`config.mk`:
```
export PLATFORM = sky130hd
export DESIGN_NAME = uart_tx_feeder
export DESIGN_NICKNAME = d
export VERILOG_FILES = /design/src/rtl/uart_pkg.sv /design/src/rtl/sync_fifo.sv /design/src/rtl/uart_tx_feeder.sv
export SDC_FILE = /design/constraint.sdc
export NUM_CORES = 1
export LEC_CHECK = 0
export CAP_MARGIN = 30
export CELL_PAD_IN_SITES_DETAIL_PLACEMENT = 2
export CELL_PAD_IN_SITES_GLOBAL_PLACEMENT = 2
export CORE_UTILIZATION = 34
export DETAILED_ROUTE_END_ITERATION = 8
export GPL_ROUTABILITY_DRIVEN = 1
export PLACE_DENSITY_LB_ADDON = 0.25
export SLEW_MARGIN = 20
export SYNTH_ARGS = -nofsm -noshare
export SYNTH_HDL_FRONTEND = slang
export SYNTH_SLANG_ARGS = --single-unit
```
`constraint.sdc`:
```
create_clock -name i_clk -period 8.4 [get_ports i_clk]
set_clock_uncertainty 0.2 [all_clocks]
set_input_delay 1.68 -clock i_clk [delete_from_list [all_inputs] [get_ports i_clk]]
set_output_delay 1.68 -clock i_clk [all_outputs]
set_load 0.005 [all_outputs]
```
`src/rtl/uart_pkg.sv`:
```
// rtl/uart_pkg.sv - shared UART constants and the transmit feeder state type
package uart_pkg;

    localparam int SYSTEM_CLOCK          = 32_000_000;
    localparam int BAUD_RATE             = 9600;
    localparam int DEPTH_DEFAULT         = 16;
    localparam int START_TIMEOUT_DEFAULT = 64;

    typedef enum logic [1:0] {
        IDLE       = 2'd0,
        START      = 2'd1,
        IDLE_RETRY = 2'd2,
        BUSY       = 2'd3
    } feeder_state_t;

endpackage

```
`src/rtl/sync_fifo.sv`:
```
// rtl/sync_fifo.sv - single-clock circular byte FIFO with explicit occupancy counter
module sync_fifo #(
    parameter int DEPTH  = 16,
    parameter int ADDR_W = 4
) (
    input  logic              i_clk,
    input  logic              i_rst_n,
    input  logic              i_wr_en,
    input  logic [7:0]        i_wr_data,
    input  logic              i_rd_en,
    output logic [7:0]        o_rd_data,
    output logic              o_full,
    output logic              o_empty,
    output logic [ADDR_W:0]   o_level
);

    logic [7:0]      r_mem [DEPTH];
    logic [ADDR_W-1:0] r_wr_ptr;
    logic [ADDR_W-1:0] r_rd_ptr;
    logic [ADDR_W:0]   r_level;
    logic              w_push;
    logic              w_pop;

    // A pop never frees room for a same-cycle push: acceptance looks only at full.
    assign w_push = i_wr_en && !o_full;
    assign w_pop  = i_rd_en && !o_empty;

    always_ff @(posedge i_clk or negedge i_rst_n) begin
        if (!i_rst_n) begin
            r_wr_ptr <= '0;
            r_rd_ptr <= '0;
            r_level  <= '0;
        end else begin
            if (w_push) r_wr_ptr <= r_wr_ptr + 1'b1;
            if (w_pop)  r_rd_ptr <= r_rd_ptr + 1'b1;
            case ({w_push, w_pop})
                2'b10:   r_level <= r_level + 1'b1;
                2'b01:   r_level <= r_level - 1'b1;
                default: r_level <= r_level;
            endcase
        end
    end

    always_ff @(posedge i_clk) begin
        if (w_push) r_mem[r_wr_ptr] <= i_wr_data;
    end

    assign o_rd_data = r_mem[r_rd_ptr];
    assign o_level   = r_level;
    assign o_full    = (r_level == (ADDR_W+1)'(DEPTH));
    assign o_empty   = (r_level == '0);

endmodule

```
`src/rtl/uart_tx_feeder.sv`:
```
// rtl/uart_tx_feeder.sv - byte FIFO and launch FSM driving uart_tx en/data_in
module uart_tx_feeder
    import uart_pkg::*;
#(
    parameter int DEPTH         = DEPTH_DEFAULT,
    parameter int ADDR_W        = 4,
    parameter int START_TIMEOUT = START_TIMEOUT_DEFAULT
) (
    input  logic            i_clk,
    input  logic            i_rst_n,
    input  logic            i_wr_en,
    input  logic [7:0]      i_wr_data,
    output logic            o_full,
    output logic            o_empty,
    output logic [ADDR_W:0] o_level,
    output logic            o_overflow,
    output logic            o_tx_stall,
    input  logic            i_clr_flags,
    output logic            o_tx_en,
    output logic [7:0]      o_tx_data,
    input  logic            i_tx_rdy
);

    localparam int CNT_W = (START_TIMEOUT > 2) ? $clog2(START_TIMEOUT) : 1;

    feeder_state_t r_state;
    feeder_state_t w_state_nxt;
    logic [CNT_W-1:0] r_cnt;
    logic [7:0]       r_tx_data;
    logic             r_overflow;
    logic             r_tx_stall;
    logic             w_pop;
    logic             w_cnt_inc;
    logic             w_cnt_clr;
    logic             w_stall_set;
    logic             w_tx_en;
    logic [7:0]       w_rd_data;
    logic             w_full;
    logic             w_empty;

    sync_fifo #(
        .DEPTH  (DEPTH),
        .ADDR_W (ADDR_W)
    ) u_fifo (
        .i_clk     (i_clk),
        .i_rst_n   (i_rst_n),
        .i_wr_en   (i_wr_en),
        .i_wr_data (i_wr_data),
        .i_rd_en   (w_pop),
        .o_rd_data (w_rd_data),
        .o_full    (w_full),
        .o_empty   (w_empty),
        .o_level   (o_level)
    );

    always_ff @(posedge i_clk or negedge i_rst_n) begin
        if (!i_rst_n) begin
            r_state    <= IDLE;
            r_cnt      <= '0;
            r_tx_data  <= 8'h00;
            r_overflow <= 1'b0;
            r_tx_stall <= 1'b0;
        end else begin
            r_state <= w_state_nxt;
            if (w_cnt_clr)      r_cnt <= '0;
            else if (w_cnt_inc) r_cnt <= r_cnt + 1'b1;
            if (w_pop) r_tx_data <= w_rd_data;
            if (i_clr_flags) begin
                r_overflow <= 1'b0;
                r_tx_stall <= 1'b0;
            end else begin
                if (i_wr_en && w_full) r_overflow <= 1'b1;
                if (w_stall_set)       r_tx_stall <= 1'b1;
            end
        end
    end

    always_comb begin
        w_state_nxt = r_state;
        w_pop       = 1'b0;
        w_cnt_inc   = 1'b0;
        w_cnt_clr   = 1'b0;
        w_stall_set = 1'b0;
        w_tx_en     = 1'b0;
        case (r_state)
            IDLE: begin
                if (!w_empty && i_tx_rdy) begin
                    w_pop       = 1'b1;
                    w_state_nxt = START;
                end
            end
            START: begin
                w_tx_en = 1'b1;
                if (!i_tx_rdy) begin
                    w_cnt_clr   = 1'b1;
                    w_state_nxt = BUSY;
                end else if (r_cnt == CNT_W'(START_TIMEOUT - 1)) begin
                    // Transmitter never acknowledged: back off one cycle and relaunch the same byte.
                    w_cnt_clr   = 1'b1;
                    w_stall_set = 1'b1;
                    w_state_nxt = IDLE_RETRY;
                end else begin
                    w_cnt_inc = 1'b1;
                end
            end
            IDLE_RETRY: begin
                w_state_nxt = START;
            end
            BUSY: begin
                if (i_tx_rdy) w_state_nxt = IDLE;
            end
            default: begin
                w_state_nxt = IDLE;
            end
        endcase
    end

    assign o_tx_en    = w_tx_en;
    assign o_tx_data  = r_tx_data;
    assign o_full     = w_full;
    assign o_empty    = w_empty;
    assign o_overflow = r_overflow;
    assign o_tx_stall = r_tx_stall;

endmodule

```
==> metrics.yaml <==
num-nets-final: 420
holdPathStages: 2
start_kind: "primary input"
boundaryPins: 31
groute.usage.overall: 0.163
syn_area_per_cell_um2: 18.1
irDropWorstVdd_mv: 0.165
clockBufferDepth: 2
r2r-start: "u_fifo.o_level[0]"
finalSetupViolations: 0
tightest_slew_ps: 947
syn_nets: 384
grt_first_pass_wirelength_mm: 22.9
area_growth_pct: 17.5
via_per_inst: 5.16
maxCapViolCount: 0
root_buffer: "clkbuf_16"
placed_cell_area_um2: 7020
cts_setup_buffers: 0
rsz0062_at_grt: "false"
finalCritPeriodShare: 0.546
grt_pass1_vias: 3853
netlist.area_leader.share: 0.590
r2r_cells: 12
ys_ff_latch: 159
grt-ovfl-total: 0
cts.sinks: 159
grt_max_degree: 35
routabilityCongestion: 0.747
portBuffers: 30
yosysMostFrequentCell: "edfxtp_1"
cts_buffers: 17
clkLatencyLatePin_ps: 430
drc: 0
wirelength_mm: 14.4
post_cts_resized: 0
die_x_um: 140
yosysTopAreaCell: "edfxtp_1"
antenna_found_initial: 0
coreArea_um2: 18800
synth_warnings: 0
max_freq_mhz: 218
drive_above_1_share: 0.178
power.density_nw_per_um2: 325
synth-async-reset-ratio: 0.195
die_y_um: 140
hpwl_mm: 9.22
setup_tns_ps: 0
cp-end-kind: "flop"
max_slew_margin: 0.365
fill_cells: 1801
yosys-top-cells-count: "edfxtp_1, dfrtp_1, mux4_2, nand2_1, nor2_1"
finalMaxSlewViolations: 0
yosysSeqAreaShare: 0.709
worst-r2r-setup-slack_ps: 5030
wl_per_cell_um: 22.4
start_util: 0.347
netlist_area_um2: 6510
ant_nets: 0
timing.rr.end: "u_fifo.o_level[4]"
postCtsHoldBufs: 0
ys_types: 42
syn_inst: 360
synth_area_leaders: "edfxtp_1, dfrtp_1, mux4_2"
hp-start: "o_tx_stall"
dieArea_um2: 19700
rows: 50
dr.pass1.iters: 6
drt_iter0_markers: 136
n_antenna_cell: 0
critPathMaxFanout: 22
vias: 3318
cp.arrival_ps: 4700
ys.flop_type: "edfxtp_1"
cp.required_ps: 8510
status: "finished, final reports clean"
p_leak_nw: 2.58
synth_edf_count: 128
hold_end: "o_tx_stall"
hp-class: "flop to flop"
clk_transition_reported_paths_ps: 60
htreeDepth: 4
setup.worst_path.class: "primary input to flop"
fin_crit_ps: 4580
cts_tree: "built"
hold_viol_final: 0
post-route-cell-area_um2: 7650
layer usage:
layer | routed length [um] | part of all wire | up-vias | track usage
li1 | - | - | 1494 | -
met1 | 6270 | 0.44 | 1760 | 0.200
met2 | 7570 | 0.53 | 48 | 0.284
met3 | 371 | 0.026 | 16 | 0.0332
met4 | 195 | 0.014 | 0 | 0.0578
met5 | 0 | 0 | - | 0
registers in the layout, summed over array words and instances, names as in the netlist:
name	cells
o_overflow	1
u_fifo.o_level	5
o_tx_data	8
r_state	2
u_fifo.r_wr_ptr	4
u_fifo.r_mem	128
r_cnt	6
o_tx_stall	1
u_fifo.r_rd_ptr	4
placed cells by master (no fill, tap or decap), drive strengths merged, types with 4 or more instances in the layout:
cell type,netlist,final
a21oi,12,12
buf,9,5
bufinv,0,4
clkbuf,7,19
clkdlybuf4s50,0,30
clkinv,0,7
dfrtp,31,31
edfxtp,128,128
ha,10,10
inv,11,13
mux2,9,9
mux4,32,32
nand2,19,19
nand2b,4,4
nand3,4,4
nor2,18,18
nor3,6,6
o21ai,10,10
o22ai,16,16
xnor2,7,7
power breakdown:
part / switching, mW / leakage, nW / internal, mW
clock network: 0.318 / 0.303 / 0.499
logic: 0.282 / 0.750 / 0.291
registers: 0.120 / 1.53 / 0.978
total: 0.720 / 2.58 / 1.77
cell type report:
class                      instances  area (um2)  share of cell area
sequential                       159        4620               0.604
multi-input combinational        172        1740               0.227
clock buffer                      19         433              0.0566
timing repair buffer              35         338              0.0441
tap                              234         293              0.0383
clock inverter                    13         186              0.0244
inverter                          11        41.3             0.00540
worst max-delay path: stages:
cell and delay, ps:
clkdlybuf4s50_1 560, inv_1 120, a2111oi_4 320, buf_4 310
ha_1 280, inv_1 100, fa_1 410, nor2b_1 120
o21ai_0 110, nand3_1 100, or3b_2 450, xnor2_1 130
how the worst max path moves through the flow:
stage	endpoint	cells past startpoint	start
final	u_fifo.o_level[4]	12	i_tx_rdy
after CTS	u_fifo.o_level[4]	12	i_tx_rdy
after global placement	u_fifo.o_level[4]	12	i_tx_rdy
after detailed placement	u_fifo.o_level[4]	12	i_tx_rdy
after global routing	u_fifo.o_level[4]	12	i_tx_rdy
after floorplan	u_fifo.o_level[4]	11	i_tx_rdy
kinds of logic after synthesis:
logic type,count (synthesis),share of synthesized area
AOI/OAI and AO/OA,46,0.0448
adders and majority gates,11,0.0223
muxes,44,0.138
buffers and inverters,29,0.0265
DFF,159,0.709
xor gates and xnor gates,10,0.0135
and+or+nand+nor,61,0.0452
through the flow:
step / std cells / utilization / hold slack, ps / total power [mW] / setup WS [ps]
detailed placement: 609 / 0.374 / 320 / 1.70 / 3340
finish: 643 / 0.408 / 322 / 2.49 / 3820
global route: 643 / 0.408 / 357 / 2.61 / 3560
global placement: 609 / 0.374 / 284 / 1.67 / 3460
floorplan: 360 / - / 276 / 1.47 / 4170
CTS: 641 / 0.407 / 336 / 2.53 / 3790
(Power assumes the default switching activity.)
